--- src/rtl/robo_pkg.sv ---
`default_nettype none
// ============================================================================
// Module      : robo_pkg
// Description : Shared types and constants for the move sequencer.
// Revision    : 1.0
// ============================================================================
package robo_pkg;

    typedef enum logic [2:0] {
        SETTLE = 3'd0,
        SAMPLE = 3'd1,
        OFFER  = 3'd2,
        FWD    = 3'd3,
        ROT    = 3'd4
    } state_t;

    localparam logic [1:0] HEADING_N = 2'd0;
    localparam logic [1:0] HEADING_E = 2'd1;
    localparam logic [1:0] HEADING_S = 2'd2;
    localparam logic [1:0] HEADING_W = 2'd3;

    localparam logic FWD_DIR = 1'b1;
    localparam logic REV_DIR = 1'b0;

    function automatic logic [15:0] sat_inc16(input logic [15:0] value);
        return (value == 16'hFFFF) ? value : value + 16'd1;
    endfunction

endpackage
`default_nettype wire

--- src/rtl/robo_move_sequencer_if.sv ---
`default_nettype none
// ============================================================================
// Module      : robo_move_sequencer_if
// Description : Sensor-snapshot offer and command handshake bundle.
// Revision    : 1.0
// ============================================================================
interface robo_move_sequencer_if;
    logic sens_valid;
    logic sens_head;
    logic sens_left;
    logic cmd_valid;
    logic cmd_ready;
    logic cmd_front;
    logic cmd_rotate;

    // master = decision logic, slave = move sequencer
    modport master (
        output cmd_valid, cmd_front, cmd_rotate,
        input  sens_valid, sens_head, sens_left, cmd_ready
    );

    modport slave (
        input  cmd_valid, cmd_front, cmd_rotate,
        output sens_valid, sens_head, sens_left, cmd_ready
    );
endinterface
`default_nettype wire

--- src/rtl/robo_tick_gen.sv ---
`default_nettype none
// ============================================================================
// Module      : robo_tick_gen
// Description : Free-running prescaler emitting a one-clock motion tick.
// Revision    : 1.0
// ============================================================================
module robo_tick_gen #(
    parameter int TICK_DIV = 7
) (
    input  logic clk,
    input  logic rst_n,
    output logic tick
);
    localparam int CW = $clog2(TICK_DIV);
    localparam logic [CW-1:0] LAST = CW'(TICK_DIV - 1);

    logic [CW-1:0] count;

    always_ff @(posedge clk or negedge rst_n) begin
        if (!rst_n) begin
            count <= '0;
        end else if (count == LAST) begin
            count <= '0;
        end else begin
            count <= count + 1'b1;
        end
    end

    assign tick = (count == LAST);

endmodule
`default_nettype wire

--- src/rtl/robo_move_sequencer.sv ---
`default_nettype none
// ============================================================================
// Module      : robo_move_sequencer
// Description : Settle/sample/offer/move sequencer between wall-follow logic
//               and the motor drivers; tracks heading and forward steps.
// Revision    : 1.0
// ============================================================================
module robo_move_sequencer
    import robo_pkg::*;
#(
    parameter int TICK_DIV     = 7,
    parameter int FWD_TICKS    = 4,
    parameter int ROT_TICKS    = 3,
    parameter int SETTLE_TICKS = 2
) (
    input  logic                        clk,
    input  logic                        rst_n,
    input  logic                        head,
    input  logic                        left,
    robo_move_sequencer_if.slave        ctrl,
    output logic                        motor_l_en,
    output logic                        motor_l_dir,
    output logic                        motor_r_en,
    output logic                        motor_r_dir,
    output logic                        busy,
    output logic [1:0]                  heading,
    output logic [15:0]                 step_count,
    output logic                        bump
);
    localparam int TW = 8;
    localparam logic [TW-1:0] SETTLE_LAST = TW'(SETTLE_TICKS - 1);
    localparam logic [TW-1:0] FWD_LAST    = TW'(FWD_TICKS - 1);
    localparam logic [TW-1:0] ROT_LAST    = TW'(ROT_TICKS - 1);

    state_t        state;
    state_t        state_next;
    logic [TW-1:0] timer;
    logic          tick;
    logic          head_s1;
    logic          head_sync;
    logic          left_s1;
    logic          left_sync;
    logic          fwd_done;
    logic          fwd_abort;
    logic          rot_done;
    logic          blocked;

    robo_tick_gen #(
        .TICK_DIV (TICK_DIV)
    ) u_tick_gen (
        .clk   (clk),
        .rst_n (rst_n),
        .tick  (tick)
    );

    always_ff @(posedge clk or negedge rst_n) begin
        if (!rst_n) begin
            head_s1   <= 1'b0;
            head_sync <= 1'b0;
            left_s1   <= 1'b0;
            left_sync <= 1'b0;
        end else begin
            head_s1   <= head;
            head_sync <= head_s1;
            left_s1   <= left;
            left_sync <= left_s1;
        end
    end

    always_comb begin
        state_next = state;
        fwd_done   = 1'b0;
        fwd_abort  = 1'b0;
        rot_done   = 1'b0;
        blocked    = 1'b0;
        case (state)
            SETTLE: begin
                if (tick && (timer == SETTLE_LAST)) begin
                    state_next = SAMPLE;
                end
            end
            SAMPLE: begin
                state_next = OFFER;
            end
            OFFER: begin
                if (ctrl.cmd_valid && ctrl.cmd_ready) begin
                    if (ctrl.cmd_rotate) begin
                        state_next = ROT;
                    end else if (ctrl.cmd_front) begin
                        // Decision is made against the offered snapshot, not the live sensor
                        if (ctrl.sens_head) begin
                            blocked    = 1'b1;
                            state_next = SETTLE;
                        end else begin
                            state_next = FWD;
                        end
                    end else begin
                        state_next = SAMPLE;
                    end
                end
            end
            FWD: begin
                if (head_sync) begin
                    fwd_abort  = 1'b1;
                    state_next = SETTLE;
                end else if (tick && (timer == FWD_LAST)) begin
                    fwd_done   = 1'b1;
                    state_next = SETTLE;
                end
            end
            ROT: begin
                if (tick && (timer == ROT_LAST)) begin
                    rot_done   = 1'b1;
                    state_next = SETTLE;
                end
            end
            default: begin
                state_next = SETTLE;
            end
        endcase
    end

    always_ff @(posedge clk or negedge rst_n) begin
        if (!rst_n) begin
            state <= SETTLE;
            timer <= '0;
        end else begin
            state <= state_next;
            if (state_next != state) begin
                timer <= '0;
            end else if (tick) begin
                timer <= timer + 1'b1;
            end
        end
    end

    // Handshake flags track the next state so they coincide with OFFER
    always_ff @(posedge clk or negedge rst_n) begin
        if (!rst_n) begin
            ctrl.sens_valid <= 1'b0;
            ctrl.cmd_ready  <= 1'b0;
            ctrl.sens_head  <= 1'b0;
            ctrl.sens_left  <= 1'b0;
            busy            <= 1'b1;
            bump            <= 1'b0;
        end else begin
            ctrl.sens_valid <= (state_next == OFFER);
            ctrl.cmd_ready  <= (state_next == OFFER);
            busy            <= (state_next != OFFER);
            bump            <= blocked | fwd_abort;
            if (state == SAMPLE) begin
                ctrl.sens_head <= head_sync;
                ctrl.sens_left <= left_sync;
            end
        end
    end

    always_ff @(posedge clk or negedge rst_n) begin
        if (!rst_n) begin
            heading    <= HEADING_N;
            step_count <= '0;
        end else begin
            if (fwd_done) begin
                step_count <= sat_inc16(step_count);
            end
            if (rot_done) begin
                heading <= heading + 2'd1;
            end
        end
    end

    always_ff @(posedge clk or negedge rst_n) begin
        if (!rst_n) begin
            motor_l_en  <= 1'b0;
            motor_l_dir <= REV_DIR;
            motor_r_en  <= 1'b0;
            motor_r_dir <= REV_DIR;
        end else begin
            motor_l_en  <= (state == FWD) || (state == ROT);
            motor_r_en  <= (state == FWD) || (state == ROT);
            motor_l_dir <= ((state == FWD) || (state == ROT)) ? FWD_DIR : REV_DIR;
            motor_r_dir <= (state == FWD) ? FWD_DIR : REV_DIR;
        end
    end

endmodule
`default_nettype wire

--- src/flat_wrapper.sv ---
// flat-port wrapper written by rule: the top's interface ports become plain ports
module robo_move_sequencer_flat import robo_pkg::*;
#(
    parameter int TICK_DIV     = 7,
    parameter int FWD_TICKS    = 4,
    parameter int ROT_TICKS    = 3,
    parameter int SETTLE_TICKS = 2
)
  (clk, rst_n, head, left, motor_l_en, motor_l_dir, motor_r_en, motor_r_dir, busy, heading, step_count, bump, ctrl_cmd_valid, ctrl_cmd_front, ctrl_cmd_rotate, ctrl_sens_valid, ctrl_sens_head, ctrl_sens_left, ctrl_cmd_ready);
  robo_move_sequencer_if ctrl_i ();
  input  logic clk;
  input  logic rst_n;
  input  logic head;
  input  logic left;
  output logic motor_l_en;
  output logic motor_l_dir;
  output logic motor_r_en;
  output logic motor_r_dir;
  output logic busy;
  output logic [1:0] heading;
  output logic [15:0] step_count;
  output logic bump;
  input wire logic [$bits(ctrl_i.cmd_valid)-1:0] ctrl_cmd_valid;
  input wire logic [$bits(ctrl_i.cmd_front)-1:0] ctrl_cmd_front;
  input wire logic [$bits(ctrl_i.cmd_rotate)-1:0] ctrl_cmd_rotate;
  output wire logic [$bits(ctrl_i.sens_valid)-1:0] ctrl_sens_valid;
  output wire logic [$bits(ctrl_i.sens_head)-1:0] ctrl_sens_head;
  output wire logic [$bits(ctrl_i.sens_left)-1:0] ctrl_sens_left;
  output wire logic [$bits(ctrl_i.cmd_ready)-1:0] ctrl_cmd_ready;
  assign ctrl_i.cmd_valid = ctrl_cmd_valid;
  assign ctrl_i.cmd_front = ctrl_cmd_front;
  assign ctrl_i.cmd_rotate = ctrl_cmd_rotate;
  assign ctrl_sens_valid = ctrl_i.sens_valid;
  assign ctrl_sens_head = ctrl_i.sens_head;
  assign ctrl_sens_left = ctrl_i.sens_left;
  assign ctrl_cmd_ready = ctrl_i.cmd_ready;
  robo_move_sequencer #(.TICK_DIV(TICK_DIV), .FWD_TICKS(FWD_TICKS), .ROT_TICKS(ROT_TICKS), .SETTLE_TICKS(SETTLE_TICKS)) u_core (.clk(clk), .rst_n(rst_n), .head(head), .left(left), .ctrl(ctrl_i), .motor_l_en(motor_l_en), .motor_l_dir(motor_l_dir), .motor_r_en(motor_r_en), .motor_r_dir(motor_r_dir), .busy(busy), .heading(heading), .step_count(step_count), .bump(bump));
endmodule
--- config.mk ---
export PLATFORM = sky130hd
export DESIGN_NAME = robo_move_sequencer_flat
export DESIGN_NICKNAME = d
export VERILOG_FILES = /design/src/rtl/robo_pkg.sv /design/src/rtl/robo_move_sequencer_if.sv /design/src/rtl/robo_tick_gen.sv /design/src/rtl/robo_move_sequencer.sv /design/src/flat_wrapper.sv
export SDC_FILE = /design/constraint.sdc
export NUM_CORES = 1
export LEC_CHECK = 0
export ABC_AREA = 1
export ABC_CLOCK_PERIOD_IN_PS = 2900
export CORE_MARGIN = 5
export CORE_UTILIZATION = 55
export DETAILED_ROUTE_END_ITERATION = 8
export GPL_ROUTABILITY_DRIVEN = 0
export PLACE_DENSITY = 0.81
export SLEW_MARGIN = 20
export SYNTH_ARGS = -nofsm -noshare
export SYNTH_HDL_FRONTEND = slang
export SYNTH_SLANG_ARGS = --single-unit
--- constraint.sdc ---
create_clock -name clk -period 2.9 [get_ports clk]
set_clock_uncertainty 0.15 [all_clocks]
set_input_delay 0.29 -clock clk [delete_from_list [all_inputs] [get_ports clk]]
set_output_delay 0.29 -clock clk [all_outputs]
set_load 0.02 [all_outputs]
Yosys cells after proc, flatten, opt, wreduce, memory -nomap -nowiden --
Cells that the tools add are included.
Word-level totals: bits in registers 44, latch bits 0, RAM bits 0, ROM bits 0, bits of input ports 7, output and inout port bits 28, word-level logic and storage cells 69, memories 0
Operators by class: add/subtract/negate cells 4, multipliers 0, divide/modulo/power cells 0, order comparisons 0, equality and inequality tests 12, shift-type cells 0, multiplexer cells 26, bitwise operators 2, reductions and logical operators 8
Operators by type and width (number):
- 3-bit 2-to-1 mux | 7
- 16-bit by 1-bit adder with 16-bit output, second input constant | 1
- 16-bit == test, second input constant | 1
- 8-bit by 2-bit == test with 1-bit output, second input constant | 2
- 8-bit 2-to-1 mux | 2
- 3-bit case mux with 5 select lines | 1
- 1-bit 2-to-1 mux | 14
- 3-bit by 2-bit == test with 1-bit output, second input constant | 3
- 8-bit by 1-bit adder with 8-bit output, second input constant | 1
- 8-bit by 1-bit == test with 1-bit output, second input constant | 1
- 3-bit == test, second input constant | 2
- 1-bit logical AND | 4
- 2-bit 2-to-1 mux | 2
- 3-bit by 1-bit adder with 3-bit output, second input constant | 1
- 3-bit by 1-bit == test with 1-bit output, second input constant | 1
- 3-bit zero test | 1
- 3-bit by 2-bit != test with 1-bit output, second input constant | 1
- 3-bit != test | 1
- 2-bit by 1-bit adder with 2-bit output, second input constant | 1
- 2-bit AND reduction | 1
- 2-bit nonzero test | 1
- 1-bit logical OR | 1
- 1-bit inverter | 1
- 1-bit OR | 1

Longest topological paths before layout --
Gate-level depths: netlist (run 1).
word-level depth 7, depth in mapped cells 11, depth with buffers taken out 11

Modules after synthesis --
Synthesis (run 1) repeated with hierarchy kept, for this count alone.
Unflattened totals: cell total of the unflattened synthesis 285, area total of the unflattened synthesis 2302.2 um^2
Modules (own cells, without submodules):
- robo_move_sequencer | instances 1, cells each 270, area an instance 2173.3 um^2, sequential area each 1002.2 um^2
- robo_tick_gen | instances 1, cells each 15, area an instance 128.9 um^2, sequential area each 75.1 um^2

Worst setup path before layout (run 1) --
OpenSTA, ideal clock, no wires.
path type flip-flop to flip-flop, start point register u_core.step_count[0], end point register u_core.step_count[8], library setup time 0.120 ns, arrival 1.600 ns, data required time 2.630 ns, slack 1.030 ns, cell stages (with the launch flop) 10, path buffers 1, clock period less this slack 1.870 ns, cell sequence dfrtp_1 > ha_1 > inv_1 > nor2_4 > nand2_2 > nor3_4 > nor2_4 > buf_6 > nand2_1 > o21ai_2
Between the ends: word-level cells in the longest chain between the ends 3, elaborated cells on any way between the ends 4, classes of those cells add/sub (1); eq/ne (1); bitwise (1); reduce/logical (1)
Ends and longest elaborated chain:
- start: declaration | line robo_move_sequencer.sv:27 | output logic [15:0] step_count,
- start signal: assignment | line robo_move_sequencer.sv:164 | step_count <= sat_inc16(step_count);
- parallel branches: the longest is 3 deep, another holds 16-bit by 1-bit adder with 16-bit output
Parallel ways; which one is timed is not known. A chain may end at the register's enable or synchronous reset.

Final worst setup path (run 1) --
start point register u_core.step_count[0], end point register u_core.step_count[14]
The elaborated chain is that of the path after synthesis.

==> flow_summary.ini, run 1 <==
[clocking]
clk_latency_ns = 0.29
htreeDepth = 2
post_cts_buffers = 0
numCtsBuffers = 5
ctsRootBufferMaster = clkbuf_8
cts.sinks = 43
clk_pin_slew_ns = 0.09
cts_buffer_depth = 2
cts_tree = yes

[power_and_ir_drop]
leakage_nw = 1.35
powerDensity_mw_per_mm2 = 431
peakVddDrop_v = 0.000402
power.total_mw = 1.20

[yosys]
syn-cell-area_mm2 = 0.00229
yosysMostFrequentCell = nand2_1
synthArstFlopShare_pct = 100
synth_seq_cells = 43
synth_nets = 280
synth_top_area_share_pct = 45.9
postSynthAreaPerCell_um2 = 8.52
yosys_warnings = 0
synth_commonest_cells = nand2_1 (57), dfrtp_1 (42), nor2_1 (34)
yosysSeqAreaShare_pct = 47.0
yosysUniqueCellTypes = 26
yosys.area.top_type = dfrtp_1
synth_area_leaders = dfrtp_1 (46%), nand2_1 (9.3%), xor2_1 (7.3%), nor2_1 (5.6%), inv_1 (5.4%)
synth-edff-count = 0
synthCells = 269
yosys_most_used_dff = dfrtp_1

[floorplanning]
rows = 23
initial_utilization_pct = 56.9
die_area_mm2 = 0.00556
core_mm2 = 0.00403
die_x_um = 74.5
num_io_pins = 35
die_h_um = 74.5

[flow_run]
drv_cap = 0

[hold_path]
holdPathStages = 0
min_path_type = reg -> reg
worst_hold_path.endpoint = u_core.head_sync
hold_start = u_core.head_s1

[global_routing]
grt_max_degree = 44
gr-total-overflow = 0
antenna_found_initial = 0
grt_first_pass_wirelength_um = 7660
grtUsageTotal_pct = 17.9
grt_pass1_vias = 1660

[cells_and_area]
num-fill-cells = 315
drive_gt1_share_pct = 11.4
nets = 317
syn_to_final_growth_pct = 21.9
antennaDiodeCount = 0
regArea_mm2 = 0.00108
multi_input_area_mm2 = 0.00104

[run_status]
outcome = complete, no violations

[critical_path]
critPathLaunchType = flop
path_max_fanout = 23
crit_type = reg -> reg
cp-end-kind = flop
cp_data_required_time_ns = 2.97
critPathTopFamily = simple AND/OR/NAND/NOR gates
crit_path_cell_trace = ha_1, inv_1, nor2_4, nand2_2, nor3_4, nor2_4, nand2_1, o21ai_2
arrival_ns = 2.15
cp-startpoint = u_core.step_count[0]
crit_path_max_incr_delay_ns = 0.53
rr_worst_depth = 8
r2r_slack_ns = 0.82
crit_top_cell = nor2_4
crit_buf_inv = 1
timing.rr.start = u_core.step_count[0]
r2r_end = u_core.step_count[14]
critPathSlowestCell = nor2_4

[timing]
max-slew-margin-rel_pct = 57.4
final.min_clock_period_ns = 2.08
slew_violations = 0
hold_ws_ns = 0.206
finalSetupViolCount = 0
fin_tns_setup_ns = 0
hold_viol_final = 0
fmax_ghz = 0.481
min_period_over_period_pct = 71.7
grt_setup_unrepaired = false
tightest_slew_ns = 0.638

[routing]
drt-wirelength-per-cell_um = 12.7
drc = 0
drt_pass1_iterations = 6
drtIter0Drc = 115
vias_per_cell = 5.11
ant_nets = 0
vias = 1824
wirelength_um = 4520

[place]
hpwlAfterDp_um = 3230
io_buffers = 34
-- worst register-to-register path: stages (launching register included) --
cell     delay, ns
dfrtp_1       0.46
ha_1          0.27
inv_1         0.12
nor2_4        0.06
nand2_2       0.10
nor3_4        0.07
nor2_4        0.53
nand2_1       0.16
o21ai_2       0.09
-- through the flow --
stage	util, %	instance area (µm²)	setup slack (ns)	instances
global route	69.3	2790	0.619	357
detailed placement	65.6	2640	0.862	348
CTS	69.0	2780	0.822	356
finish	69.3	2790	0.822	357
floorplan	-	2290	1.03	269
global placement	65.6	2640	0.933	348
-- state kept, by name, indices dropped and copies added (netlist names) --
| signal | flops |
|---|---|
| u_core.bump | 1 |
| u_core.motor_l_dir | 1 |
| u_core.ctrl.sens_head | 1 |
| u_core.head_s1 | 1 |
| u_core.head_sync | 1 |
| u_core.u_tick_gen.count | 3 |
| u_core.left_s1 | 1 |
| u_core.timer | 8 |
| u_core.left_sync | 1 |
| u_core.busy | 1 |
| u_core.ctrl.sens_left | 1 |
| u_core.step_count | 16 |
| u_core.ctrl.cmd_ready | 1 |
| u_core.state | 3 |
| u_core.motor_r_dir | 1 |
| u_core.heading | 2 |
-- where the power goes --
| part | switching [mW] | total, mW | leakage (nW) | internal, mW |
|---|---|---|---|---|
| Combinational | 0.0210 | 0.0363 | 0.711 | 0.0153 |
| Clock | 0.216 | 0.560 | 0.0644 | 0.344 |
| Sequential | 0.00342 | 0.608 | 0.579 | 0.605 |
-- timing repair --
| item | in CTS | in global routing |
|---|---|---|
| hold endpoints to repair | 0 | 42 |
| gates resized for setup | 0 | 0 |
| hold buffers | 0 | 1 |
-- cell type report --
class	instances	area share [%]
Tap cell	50	2.24
Multi-Input combinational cell	187	37.3
Timing Repair Buffer	35	12.5
Sequential cell	43	38.6
Clock buffer	5	2.46
Inverter	34	4.57
Clock inverter	3	2.42
-- layout by cell type (no fill, tap or decap), types with 2 or more instances in the layout --
cell type / n
bufinv_16: 2
clkbuf_8: 5
clkdlybuf4s50_1: 33
dfrtp_1: 42
ha_1: 4
inv_1: 33
nand2_1: 57
nand2_2: 4
nand3_1: 17
nand3_2: 3
nand4_1: 5
nor2_1: 34
nor2_4: 3
nor3_1: 10
o21ai_0: 11
o21ai_1: 2
o21ai_2: 10
xnor2_1: 2
xor2_1: 19
-- cell families after synthesis --
kind of cell             count (synthesis)  share of synthesized area, %
multiplexers                             1                         0.491
flip-flops                              43                          47.0
AND/OR/NAND/NOR                        137                          27.8
AO/OA/AOI/OAI                           24                          6.94
buffers and inverters                   39                          7.54
XOR/XNOR                                21                          8.03
adder cells (fa/ha/maj)                  4                          2.18
-- per-layer routing --
metal  part of all wire [%]  GRT usage, %
met1                     48          26.3
met2                     46          26.6
met3                    4.8          3.24
met4                    1.0          6.52
met5                      0             0
-- worst max path at each step --
stage / endpoint / cells after the start
5_1_grt: u_core.step_count[5] / 8
6_report: u_core.step_count[14] / 8
2_1_floorplan: u_core.step_count[8] / 9
3_3_place_gp: u_core.step_count[15] / 8
3_5_place_dp: u_core.step_count[0] / 7
4_1_cts: u_core.step_count[14] / 8
(Power assumes the default switching activity.)
==> run 2: changes to the inputs <==
ABC_CLOCK_PERIOD_IN_PS = 2100   (was 2900)
CORE_UTILIZATION = 54   (was 55)
PLACE_DENSITY = 0.8   (was 0.81)
clock period = 2.1 ns   (was 2.9 ns; I/O delays follow)
==> flow_summary.ini, run 2 (synthesis results as in run 1) <==
[timing]
slew_violations = 0
fmax_ghz = 0.506
tightest_slew_ns = 0.532
max-slew-margin-rel_pct = 64.5
finalSetupViolCount = 0
min_period_over_period_pct = 94.2
hold_viol_final = 0
final.min_clock_period_ns = 1.98
fin_tns_setup_ns = 0
grt_setup_unrepaired = false

[critical_path]
cp-startpoint = u_core.step_count[1]
crit_path_max_incr_delay_ns = 0.42
crit_type = reg -> reg
crit_path_cell_trace = ha_1, inv_1, nor2_4, nand2_2, nor3_4, nor2_4, buf_12, nand2_1, o21ai_2
critPathLaunchType = flop
crit_top_cell = nor2_4
arrival_ns = 2.01
cp-end-kind = flop
path_max_fanout = 20
critPathSlowestCell = dfrtp_1
timing.rr.start = u_core.step_count[1]
cp_data_required_time_ns = 2.13

[floorplanning]
num_io_pins = 35
die_x_um = 75.1
die_h_um = 75.1
rows = 23
initial_utilization_pct = 56.5
core_mm2 = 0.00406
die_area_mm2 = 0.00565

[cells_and_area]
top_register = u_core.step_count
reg_top3 = u_core.step_count: 16 flops, u_core.timer: 8 flops
nets = 320
final_common_cell = nand2_1
fin_area_mm2 = 0.00279
drive_gt1_share_pct = 12.3
most-common-layout-cells = nand2_1 (57), dfrtp_1 (42), nor2_1 (34), inv_1 (33), clkdlybuf4s50_1 (33)
syn_to_final_growth_pct = 21.9
largest_reg_flops = 16
antennaDiodeCount = 0

[routing]
drt_pass1_iterations = 4
drc = 0
vias = 1851
vias_per_cell = 5.14
drt-wirelength-per-cell_um = 13.0
ant_nets = 0
drtIter0Drc = 95
wirelength_um = 4690

[run_status]
outcome = complete, no violations

[power_and_ir_drop]
peakVddDrop_v = 0.000456
cellInternalPower_mw = 1.16
powerDensity_mw_per_mm2 = 529
leakage_nw = 1.36
clkPwrFrac_pct = 39.7
pwr-share-seq_pct = 56.9
switching_share_pct = 21.7
switchingPower_mw = 0.320
p_comb_share_pct = 3.4

[global_routing]
grt_use_met1_pct = 25.8
grt_pass1_vias = 1747
gr-total-overflow = 0
use_met2_pct = 29.6
met3_usage_pct = 4.54
antenna_found_initial = 0
busiest_layer = met2
grt_first_pass_wirelength_um = 8050
grtUsageTotal_pct = 18.8
grt_max_degree = 44

[place]
place_area_mm2 = 0.00268
io_buffers = 34
hpwlAfterDp_um = 3450

[clocking]
post_cts_buffers = 0
htreeDepth = 2
clk_latency_ns = 0.30
ctsRootBufferMaster = clkbuf_8
clk_pin_slew_ns = 0.09
numCtsBuffers = 5
cts_tree = yes
cts.sinks = 43
cts_buffer_depth = 2

[hold_path]
min_path_type = in -> reg
hold_start = head

[flow_run]
drv_cap = 0
run 2: cell count changes in the layout (fill, tap and decap cells not counted):
cell	delta
buf_4	+1
buf_12	+1
buf_2	+1
bufinv_16	-2
clkbuf_8	+2
run 2: path summary, 6_finish.rpt:
check	to	slack, ns	depth (start not counted)
max	u_core.step_count[13]	0.12	9
min in group asynchronous	u_core.u_tick_gen.count[2]	0.35	3
max reg2reg	u_core.step_count[13]	0.12	9
min	u_core.head_s1	0.20	1
min reg2reg	u_core.head_sync	0.20	0
max in group asynchronous	u_core.busy	1.07	3
run 2: layout make-up:
| class | instances | area [µm²] |
|---|---|---|
| inverters | 34 | 128 |
| flip-flops and latches | 43 | 1080 |
| well taps | 50 | 62.6 |
| clock inverters | 1 | 7.51 |
| repair buffers | 38 | 380 |
| clock buffers | 7 | 96.3 |
| fillers | 335 | 1260 |
| multi-input cells | 187 | 1040 |
run 2: worst max-delay path, delay by kind of cell (launching register included):
kind	cells	cell delay, ns
AND/OR/NAND/NOR	5	0.71
flip-flops	1	0.42
buffers and inverters	2	0.27
adder cells (fa/ha/maj)	1	0.24
AO/OA/AOI/OAI	1	0.05
run 2: per-stage QoR:
stage / setup slack [ns] / total power [mW] / util (%) / hold WS, ns / std cells
2_1_floorplan: 0.230 / 0.868 / - / -0.236 / 269
3_3_place_gp: 0.314 / 0.906 / 66.0 / 0.154 / 351
3_5_place_dp: 0.211 / 0.908 / 66.0 / 0.166 / 351
4_1_cts: 0.135 / 1.49 / 68.8 / 0.192 / 360
5_1_grt: 0.0215 / 1.53 / 68.8 / 0.187 / 360
6_report: 0.122 / 1.48 / 68.8 / 0.199 / 360
run 2: routing by layer:
metal | vias to the layer above | part of all wire, %
met5 | - | 0
met4 | 0 | 1.5
met3 | 8 | 5.8
met2 | 50 | 46
met1 | 861 | 47
li1 | 932 | -
run 2: timing repair:
item                      4_1_cts  5_1_grt
hold endpoints to repair       42        0
gates resized for setup         0        0
hold buffers                    1        0
run 2: power groups by stage:
stage	Sequential (mW)	Clock [mW]	Combinational (mW)
after floorplan	0.862	0	0.00658
after global placement	0.857	0	0.0496
after detailed placement	0.857	0	0.0508
after CTS	0.841	0.600	0.0522
after global routing	0.842	0.632	0.0574
final	0.841	0.586	0.0502
